--- src/rtl/aes_key_pkg.sv ---
`default_nettype none
// ============================================================================
//  Module      : aes_key_pkg
//  Description : Shared AES-128 key-schedule definitions.
//                - AES_BLOCK_SIZE : block/key width, 128 bits.
//                - AES_NR         : number of rounds, 10.
//                - AES_RCON       : round constants rcon[1..10].
//                - ks_state_t     : key-schedule FSM states.
//                - rcon_lookup()  : table lookup, 0 outside 1..10.
//                - sbox()         : forward AES S-box.
//  Revision    : 1.0 - initial release
// ============================================================================
package aes_key_pkg;

    // Same value as the shared AES_BLOCK_SIZE define.
    localparam int AES_BLOCK_SIZE = 128;
    localparam int AES_NR         = 10;

    localparam logic [7:0] AES_RCON [1:10] = '{
        8'h01, 8'h02, 8'h04, 8'h08, 8'h10,
        8'h20, 8'h40, 8'h80, 8'h1b, 8'h36
    };

    typedef enum logic [1:0] {
        KS_IDLE    = 2'd0,
        KS_PRECOMP = 2'd1,
        KS_OUTPUT  = 2'd2
    } ks_state_t;

    // Byte x lives in bits [2047-8x -: 8]; row 0 of the table is first.
    localparam logic [2047:0] AES_SBOX_TABLE = {
        128'h637c777bf26b6fc53001672bfed7ab76,
        128'hca82c97dfa5947f0add4a2af9ca472c0,
        128'hb7fd9326363ff7cc34a5e5f171d83115,
        128'h04c723c31896059a071280e2eb27b275,
        128'h09832c1a1b6e5aa0523bd6b329e32f84,
        128'h53d100ed20fcb15b6acbbe394a4c58cf,
        128'hd0efaafb434d338545f9027f503c9fa8,
        128'h51a3408f929d38f5bcb6da2110fff3d2,
        128'hcd0c13ec5f974417c4a77e3d645d1973,
        128'h60814fdc222a908846eeb814de5e0bdb,
        128'he0323a0a4906245cc2d3ac629195e479,
        128'he7c8376d8dd54ea96c56f4ea657aae08,
        128'hba78252e1ca6b4c6e8dd741f4bbd8b8a,
        128'h703eb5664803f60e613557b986c11d9e,
        128'he1f8981169d98e949b1e87e9ce5528df,
        128'h8ca1890dbfe6426841992d0fb054bb16
    };

    function automatic logic [7:0] rcon_lookup(input logic [3:0] idx);
        logic [7:0] v;
        v = 8'h00;
        if ((idx >= 4'd1) && (idx <= 4'd10)) begin
            v = AES_RCON[idx];
        end
        return v;
    endfunction

    function automatic logic [7:0] sbox(input logic [7:0] b);
        logic [10:0] msb;
        // 2047 - 8*b in 11 bits is simply the bitwise complement of 8*b.
        msb = ~{b, 3'b000};
        return AES_SBOX_TABLE[msb -: 8];
    endfunction

endpackage
`default_nettype wire

--- src/rtl/aes_key_step.sv ---
`default_nettype none
// ============================================================================
//  Module      : aes_key_step
//  Description : Combinational AES-128 key-expansion step, forward or inverse.
//                One set of four S-boxes is shared between directions; only
//                the SubWord operand changes (w3 forward, n3^n2 inverse).
//  Ports       : Inverse - 1 = inverse step, 0 = forward step
//                Rcon    - round constant (rcon[i+1] fwd, rcon[i] inv)
//                Key_in  - current round key
//                Key_out - next (fwd) or previous (inv) round key
//  Revision    : 1.0 - initial release
// ============================================================================
module aes_key_step
    import aes_key_pkg::*;
(
    input  logic                      Inverse,
    input  logic [7:0]                Rcon,
    input  logic [AES_BLOCK_SIZE-1:0] Key_in,
    output logic [AES_BLOCK_SIZE-1:0] Key_out
);

    logic [31:0] w_w0, w_w1, w_w2, w_w3;
    logic [31:0] w_p3;
    logic [31:0] w_sub_in;
    logic [31:0] w_rot;
    logic [31:0] w_sub;
    logic [31:0] w_t;
    logic [31:0] w_f0, w_f1, w_f2, w_f3;

    assign {w_w0, w_w1, w_w2, w_w3} = Key_in;

    // In the inverse direction the previous key's last word is n3^n2.
    assign w_p3     = w_w3 ^ w_w2;
    assign w_sub_in = Inverse ? w_p3 : w_w3;
    assign w_rot    = {w_sub_in[23:0], w_sub_in[31:24]};

    genvar gi;
    generate
        for (gi = 0; gi < 4; gi++) begin : g_sbox
            assign w_sub[8*gi +: 8] = sbox(w_rot[8*gi +: 8]);
        end
    endgenerate

    assign w_t = w_sub ^ {Rcon, 24'h000000};

    assign w_f0 = w_w0 ^ w_t;
    assign w_f1 = w_f0 ^ w_w1;
    assign w_f2 = w_f1 ^ w_w2;
    assign w_f3 = w_f2 ^ w_w3;

    assign Key_out = Inverse ? {w_w0 ^ w_t, w_w1 ^ w_w0, w_w2 ^ w_w1, w_p3}
                             : {w_f0, w_f1, w_f2, w_f3};

endmodule
`default_nettype wire

--- src/rtl/aes_inv_key_schedule.sv ---
`default_nettype none
// ============================================================================
//  Module      : aes_inv_key_schedule
//  Description : Iterative AES-128 round-key generator holding a single
//                128-bit key register. Encrypt walks rounds 0..10; decrypt
//                first expands forward to round 10 (PRECOMP), then walks
//                back down to round 0 with the inverse step.
//  Ports       : Clk, Rst_n (async, active low)
//                Start, Encrypt, Key   - schedule request, sampled in IDLE
//                Next                  - consumer took Round_key, advance
//                Round_key, Round_idx  - current key and its round number
//                Round_key_valid, Busy - status
//                Done                  - 1-cycle pulse after last key
//  Revision    : 1.0 - initial release
// ============================================================================
module aes_inv_key_schedule
    import aes_key_pkg::*;
#(
    parameter int NR = AES_NR   // AES-128 only
)(
    input  logic                      Clk,
    input  logic                      Rst_n,
    input  logic                      Start,
    input  logic                      Encrypt,
    input  logic [AES_BLOCK_SIZE-1:0] Key,
    input  logic                      Next,
    output logic [AES_BLOCK_SIZE-1:0] Round_key,
    output logic [3:0]                Round_idx,
    output logic                      Round_key_valid,
    output logic                      Busy,
    output logic                      Done
);

    localparam logic [3:0] c_last_idx = 4'(NR);

    ks_state_t                 r_state;
    logic [AES_BLOCK_SIZE-1:0] r_key;
    logic [3:0]                r_idx;
    logic                      r_encrypt;
    logic                      r_valid;
    logic                      r_busy;
    logic                      r_done;

    logic                      w_inverse;
    logic [7:0]                w_rcon;
    logic [AES_BLOCK_SIZE-1:0] w_next_key;

    // PRECOMP always steps forward; OUTPUT steps in the latched direction.
    assign w_inverse = (r_state == KS_OUTPUT) && !r_encrypt;
    assign w_rcon    = w_inverse ? rcon_lookup(r_idx) : rcon_lookup(r_idx + 4'd1);

    aes_key_step u_step (
        .Inverse (w_inverse),
        .Rcon    (w_rcon),
        .Key_in  (r_key),
        .Key_out (w_next_key)
    );

    always_ff @(posedge Clk or negedge Rst_n) begin
        if (!Rst_n) begin
            r_state   <= KS_IDLE;
            r_key     <= '0;
            r_idx     <= 4'd0;
            r_encrypt <= 1'b0;
            r_valid   <= 1'b0;
            r_busy    <= 1'b0;
            r_done    <= 1'b0;
        end else begin
            r_done <= 1'b0;
            case (r_state)
                KS_IDLE: begin
                    if (Start) begin
                        r_key     <= Key;
                        r_idx     <= 4'd0;
                        r_encrypt <= Encrypt;
                        r_busy    <= 1'b1;
                        if (Encrypt) begin
                            r_state <= KS_OUTPUT;
                            r_valid <= 1'b1;
                        end else begin
                            r_state <= KS_PRECOMP;
                        end
                    end
                end
                KS_PRECOMP: begin
                    r_key <= w_next_key;
                    r_idx <= r_idx + 4'd1;
                    // This step produces the last round key.
                    if (r_idx == c_last_idx - 4'd1) begin
                        r_state <= KS_OUTPUT;
                        r_valid <= 1'b1;
                    end
                end
                KS_OUTPUT: begin
                    if (Next) begin
                        if (r_idx == (r_encrypt ? c_last_idx : 4'd0)) begin
                            // Key register keeps its last value on exit.
                            r_state <= KS_IDLE;
                            r_valid <= 1'b0;
                            r_busy  <= 1'b0;
                            r_done  <= 1'b1;
                        end else begin
                            r_key <= w_next_key;
                            r_idx <= r_encrypt ? (r_idx + 4'd1) : (r_idx - 4'd1);
                        end
                    end
                end
                default: begin
                    r_state <= KS_IDLE;
                end
            endcase
        end
    end

    assign Round_key       = r_key;
    assign Round_idx       = r_idx;
    assign Round_key_valid = r_valid;
    assign Busy            = r_busy;
    assign Done            = r_done;

endmodule
`default_nettype wire

--- config.mk ---
export PLATFORM = sky130hd
export DESIGN_NAME = aes_inv_key_schedule
export DESIGN_NICKNAME = d
export VERILOG_FILES = /design/src/rtl/aes_key_pkg.sv /design/src/rtl/aes_key_step.sv /design/src/rtl/aes_inv_key_schedule.sv
export SDC_FILE = /design/constraint.sdc
export NUM_CORES = 1
export LEC_CHECK = 0
export ABC_AREA = 0
export ABC_CLOCK_PERIOD_IN_PS = 6400
export CAP_MARGIN = 20
export CELL_PAD_IN_SITES_DETAIL_PLACEMENT = 2
export CELL_PAD_IN_SITES_GLOBAL_PLACEMENT = 2
export CORE_MARGIN = 2
export CORE_UTILIZATION = 35
export DETAILED_ROUTE_END_ITERATION = 8
export PLACE_DENSITY_LB_ADDON = 0.1
export SYNTH_ARGS = -nofsm -noshare
export SYNTH_HDL_FRONTEND = slang
export SYNTH_HIERARCHICAL = 1
export SYNTH_SLANG_ARGS = --single-unit
--- constraint.sdc ---
create_clock -name Clk -period 6.4 [get_ports Clk]
set_input_delay 0.64 -clock Clk [delete_from_list [all_inputs] [get_ports Clk]]
set_output_delay 0.64 -clock Clk [all_outputs]
set_load 0.01 [all_outputs]
After elaboration in Yosys (flattened, before gate mapping):

Memories as Yosys holds them, arrays and structs flattened.
Index checks and enable logic that the tools add are counted.

* bits in registers: 138
* ROM bits: 256
* output and inout bits: 135
* memories kept: 2

* $add $sub $neg: 2
* $lt $le $gt $ge: 6
* eq/ne operators: 10
* shift operators: 4
* muxes and demuxes: 36
* bitwise logic cells: 14
* reductions and logical operators: 12

Memories
* (no name shown): depth 16, bits a word 8, rd ports 1, clocked after Yosys merged registers in 0, write ports 0, RTL line aes_key_pkg.sv:54 `v = AES_RCON[idx];`
* (no name shown): depth 16, bits a word 8, rd ports 1, clocked after Yosys merged registers in 0, write ports 0, RTL line aes_key_pkg.sv:54

Operators by type and width (number)
* variable part select 2055 x 12 -> 8 bit, first input constant: 4
* 2-to-1 mux 128 bit: 3
* one-hot mux 128 bit (3 select lines): 1
* XOR 32 bit: 8
* 2-to-1 mux 96 bit: 1
* 2-to-1 mux 8 bit: 7
* inverter 11 bit: 4
* 2-to-1 mux 32 bit: 1
* 2-to-1 mux 4 bit: 5
* one-hot mux 4 bit (3 select lines): 1
* AND reduction 4 bit: 3
* greater-or-equal comparator 5 bit, second input constant: 2
* 2-to-1 mux 2 bit: 5
* != test 2 bit, second input constant: 5
* inverter 4 -> 5 bit: 2
* 2-to-1 mux 1 bit: 9
* greater-or-equal comparator 4 x 1 -> 1 bit, second input constant: 2
* less-or-equal comparator 4 bit, second input constant: 2
* one-hot mux 2 bit (3 select lines): 1
* AND reduction 6 bit: 1
* adder 4 x 1 -> 4 bit, second input constant: 1
* == test 4 bit: 1
* == test 4 bit, second input constant: 1
* subtractor 4 x 1 -> 4 bit, second input constant: 1
* other kinds (11): 13

Longest topological paths before layout:

* depth in word-level cells: 16
* mapped depth: 28

Cells and area by module:

Netlist, hierarchy kept.

Modules (own cells, without submodules)
* aes_key_step: instances 1, cells each 3136, area an instance 20718.6 um^2
* aes_inv_key_schedule: instances 1, cells each 693, area an instance 6955.4 um^2

Least setup slack after synthesis:

OpenSTA, ideal clock, no wires.

* path type: flip-flop to flip-flop
* from: reg r_state[0]
* to: reg r_key[56], in the netlist Round_key[56]
* arrival: 4.801 ns
* data required time: 6.268 ns
* setup slack: 1.467 ns
* cell stages (with the launch flop): 28
* path buffers: 7
* period minus slack after synthesis: 4.933 ns
* cells stage by stage: dfrtp_1 inv_1 ha_1 buf_2 nand2b_1 inv_1 buf_2 buf_6 buf_6 and3b_1 buf_2 nor2_1 inv_2 buf_2 ha_1 clkbuf_1 or3b_2 a32o_1 a31oi_1 o21ai_0 a311oi_1 o32a_1 xnor2_2 xnor2_1 nand2_1 xnor2_1 mux2i_1 o21ai_1

* cells in the longest elaborated chain, start to end: 13
* elaborated cells between the ends (all ways): 21

Ends and longest elaborated chain
* start, declared: RTL line aes_inv_key_schedule.sv:36 `ks_state_t r_state;`
* start signal, assigned: RTL line aes_inv_key_schedule.sv:61 `r_state <= KS_IDLE;`
* start signal, assigned: RTL line aes_inv_key_schedule.sv:78 `r_state <= KS_OUTPUT;`
* start signal, assigned: RTL line aes_inv_key_schedule.sv:81 `r_state <= KS_PRECOMP;`
* == test 2 bit *: RTL line aes_inv_key_schedule.sv:49 `assign w_inverse = (r_state == KS_OUTPUT) && !r_encrypt;`
* logical AND 1 bit *: RTL line aes_inv_key_schedule.sv:49
* named net w_inverse: RTL line aes_inv_key_schedule.sv:44 `logic w_inverse;`
* 2-to-1 mux 32 bit: RTL line aes_key_step.sv:34 `assign w_sub_in = Inverse ? w_p3 : w_w3;`
* inverter 11 bit: RTL line aes_key_pkg.sv:62 `msb = ~{b, 3'b000};`
* variable part select 2055 x 12 -> 8 bit: RTL line aes_key_pkg.sv:63 `return AES_SBOX_TABLE[msb -: 8];`
* XOR 32 bit *: RTL line aes_key_step.sv:44 `assign w_t = w_sub ^ {Rcon, 24'h000000};`
* XOR 32 bit *
* named net w_next_key[120]: RTL line aes_inv_key_schedule.sv:46 `logic [AES_BLOCK_SIZE-1:0] w_next_key;`
* XOR 32 bit *: RTL line aes_key_step.sv:47 `assign w_f1 = w_f0 ^ w_w1;`
* XOR 32 bit *: RTL line aes_key_step.sv:48 `assign w_f2 = w_f1 ^ w_w2;`
* 2-to-1 mux 96 bit *: RTL line aes_key_step.sv:51 `assign Key_out = Inverse ? {w_w0 ^ w_t, w_w1 ^ w_w0, w_w2 ^ w_w1, w_p3}`
* named net w_next_key[56]: RTL line aes_inv_key_schedule.sv:46
* 2-to-1 mux 128 bit: RTL line aes_inv_key_schedule.sv:96 `if (r_idx == (r_encrypt ? c_last_idx : 4'd0)) begin`
* 2-to-1 mux 128 bit: RTL line aes_inv_key_schedule.sv:95 `if (Next) begin`
* one-hot mux 128 bit (3 select lines) *: RTL line aes_inv_key_schedule.sv:70 `case (r_state)`
* end signal, assigned: RTL line aes_inv_key_schedule.sv:73 `r_key <= Key;`
* end signal, assigned: RTL line aes_inv_key_schedule.sv:86 `r_key <= w_next_key;`
* end signal, assigned: RTL line aes_inv_key_schedule.sv:103 `r_key <= w_next_key;`
* end, declared: RTL line aes_inv_key_schedule.sv:37 `logic [AES_BLOCK_SIZE-1:0] r_key;`

Mark *: on every way through the listed nets, which the timed path passes. The rest lies on a longest branch. The select of a mux whose other input is x is not followed.
A chain may end at the register's enable or synchronous reset.

Worst setup path after layout:

* from: reg r_state[0]
* to: reg r_key[20], in the netlist Round_key[20]

* cells in the longest elaborated chain, start to end: 14
* elaborated cells between the ends (all ways): 21

Ends and longest elaborated chain
* == test 2 bit *: RTL line aes_inv_key_schedule.sv:49
* logical AND 1 bit *: RTL line aes_inv_key_schedule.sv:49
* 2-to-1 mux 32 bit: RTL line aes_key_step.sv:34
* inverter 11 bit: RTL line aes_key_pkg.sv:62
* variable part select 2055 x 12 -> 8 bit: RTL line aes_key_pkg.sv:63
* XOR 32 bit: RTL line aes_key_step.sv:44
* XOR 32 bit: RTL line aes_key_step.sv:46 `assign w_f0 = w_w0 ^ w_t;`
* XOR 32 bit: RTL line aes_key_step.sv:47
* XOR 32 bit: RTL line aes_key_step.sv:48
* XOR 32 bit: RTL line aes_key_step.sv:49 `assign w_f3 = w_f2 ^ w_w3;`
* 2-to-1 mux 96 bit *: RTL line aes_key_step.sv:51
* named net w_next_key[20]: RTL line aes_inv_key_schedule.sv:46
* 2-to-1 mux 128 bit: RTL line aes_inv_key_schedule.sv:96
* 2-to-1 mux 128 bit: RTL line aes_inv_key_schedule.sv:95
* one-hot mux 128 bit (3 select lines) *: RTL line aes_inv_key_schedule.sv:70

Marked as above.

==> impl_results.md <==
* Outcome: finished, final reports clean
* Finished Cell Area at 32420 µm²
* Setup bufs post-CTS at 0
* Starting Density at 35.20%
* Seq cells post-synth at 138
* Storage cell area at 3453 µm²
* Crit path cell chain: inv_1 > ha_1 > nand2b_2 > clkinv_8 > a21bo_2 > nand2_1 > inv_2 > ha_1 > buf_4 > inv_1 > o221ai_1 > nor3_1 > a2111oi_0 > a31oi_1 > a221oi_1 > a21oi_1 > xor2_1 > nor2_1 > xnor2_1 > mux2i_1 > o21ai_0
* Top FF cell, synth: dfrtp_1
* Fin cells at 5047
* Final setup viols at 0
* Setup_tns at 0 ns
* Worst setup EP type: flip-flop
* Hold Vio Cnt, Final at 0
* M1 WL at 71410 µm
* Post_cts resized at 0
* Routed Antenna Nets at 0
* Setup Skew at 0.02072 ns
* Least-Margin Pin Slew at 1.140 ns
* Yosys warnings at 6
* H-tree levels at 4
* EDFF count, synth at 0
* Crit-path slowest cell: a2111oi_0
* CTS tree: yes
* Synth cell types at 120
* Fin crit share at 97.63%
* Asr flop ratio synth at 100.0%
* Die Ht at 285.2 µm
* Die Width at 285.2 µm
* Metal2 WL at 80790 µm
* WS Path Type: flip-flop to flip-flop
* Reg2Reg Depth at 21
* Clock latency on the worst-skew pair at 0.51 ns
* Final wirelength at 182200 µm
* First-pass GRT wire length at 265600 µm
* Hold buffer count at cts at 0
* Total congestion overflow at 0
* Metal3 WL at 16560 µm
* Syn nets at 4025
* Dpl cells at 4996
* Via count at 36280
* Vias in the first global route at 37640
* Core area at 78610 µm²
* Tmin final at 6.248 ns
* IO Port Bufs at 267
* Placer congestion estimate at 1.061
* Layout cells sized above 1 at 12.03%
* CP required at 6.78 ns
* Critical Path AT at 6.62 ns
* Hold Crit Class: primary input to asynchronous set/reset pin
* Crit-path max FO at 57
* Clock-pin slew on the worst setup and hold paths at 0.08 ns
* Die area at 81330 µm²
* Relative slew slack at 23.61%
* Initial antenna violation count at 18
* CP max stage delay at 0.87 ns
* Total I/O pin count at 268
* Reg2reg setup slack at 0.15 ns
* DR WL/cell at 36.10 µm
* Longest Clk Path Bufs at 2
* Commonest non-fill, non-tap cells in the layout: nand2_1 (355), o21ai_0 (285), a21oi_1 (268), clkdlybuf4s50_1 (266), buf_4 (242)
* Max_cap viols at 0
* CTS sink count at 138
* TritonRoute pass-1 iters at 6
* Root buf cell: clkbuf_16
* Fmax at 160.1 MHz
* Number of DRC markers in iteration 0 at 4645
* Area Overhead vs Synth at 17.16%
* Dpl hpwl at 134100 µm
* Sequential area share after synthesis at 12.48%
* Multi-input gate area at 22140 µm²
* Max Used Layer: met5
* Mapped Area at 27670 µm²
* Num rows at 103
* Unrepaired setup endpoints after global routing: false
* GRT Overall Usage at 42.90%
* Syn_area_per_cell at 7.227 µm²
* TritonCTS Buffers at 17
* Post-DR vias/cell at 7.189
* Final hold slack at 0.2431 ns
* Final routed DRC violation total at 0
* Pins Over Slew Limit at 0
* Final-stage net count at 4165
* Worst setup SP type: flip-flop
* Placed cell area at 31720 µm²
* Syn Inst Count at 3829
* Pin count of the biggest net entering global routing at 141
* Fillers at 9164
* Commonest non-fill, non-tap cell in the layout: nand2_1
[logic make-up after synthesis]
family          Yosys count  share of synthesized area [%]
simple gates           1079                          19.31
xor+xnor                313                          10.37
fa+ha+maj                63                          2.848
compound gates         1620                          40.84
buf+inv                 459                          8.220
mux                     157                          5.932
flops                   138                          12.48
[layer usage]
layer | global-route usage (%) | vias up
met1 | 53.58 | 18290
li1 | - | 14900
met2 | 67.16 | 2374
met3 | 9.112 | 709
met5 | 0 | -
met4 | 27.00 | 4
[stage by stage]
step	util, %	setup WS (ns)
after floorplan	-	1.467
after global placement	40.34	0.3941
after detailed placement	40.35	0.06929
after CTS	41.07	0.006121
after global routing	41.24	0.01841
final	41.24	0.1520
[state kept, by name, indices dropped and copies added (netlist names)]
register / count
Busy: 1
Done: 1
Round_idx: 4
Round_key: 128
Round_key_valid: 1
r_encrypt: 1
r_state: 2
[area by class of cell]
cell class / instances / share of cell area [%]
tap: 1050 / 4.052
inverter: 60 / 0.7371
timing repair buffer: 520 / 14.44
clock inverter: 9 / 0.1929
sequential: 138 / 10.65
multi-input combinational: 3232 / 68.28
clock buffer: 23 / 1.536
antenna: 15 / 0.1158
[worst max-delay path, delay by kind of cell, from the launching register on]
kind | cells | cell delay, ns
xor+xnor | 2 | 0.36
mux | 1 | 0.09
fa+ha+maj | 2 | 0.72
compound gates | 7 | 2.45
simple gates | 4 | 0.77
buf+inv | 5 | 1.24
flops | 1 | 0.44
[cells in the mapped netlist, types with 71 or more instances]
library cell  number  area share [%]
a211oi_1          94             2.5
a21oi_1          268             4.8
a31oi_1           76             1.7
buf_2            189             3.4
clkbuf_1         128             1.7
dfrtp_1          138              12
mux2i_1          148             5.4
nand2_1          355             4.8
nand3_1          121             2.2
nor2_1           225             3.1
nor3_1            88             1.6
o211ai_1         105             2.8
o21ai_0          285             5.2
o21ai_1          126             2.3
xnor2_1          225             7.1
xor2_1            71             2.2
[final timing paths]
path	startpoint	end
setup / recovery	r_state[0]	Round_key[20]
hold / removal	Rst_n	Round_key[29]
setup reg to reg	r_state[0]	Round_key[20]
hold reg to reg	Round_key[67]	Round_key[67]
max in group asynchronous	Rst_n	Round_key[111]
min in group Clk	Round_key[67]	Round_key[67]
Power is not shown: default switching activity piles up to over one toggle a cycle in this logic, so the estimate is an artifact.
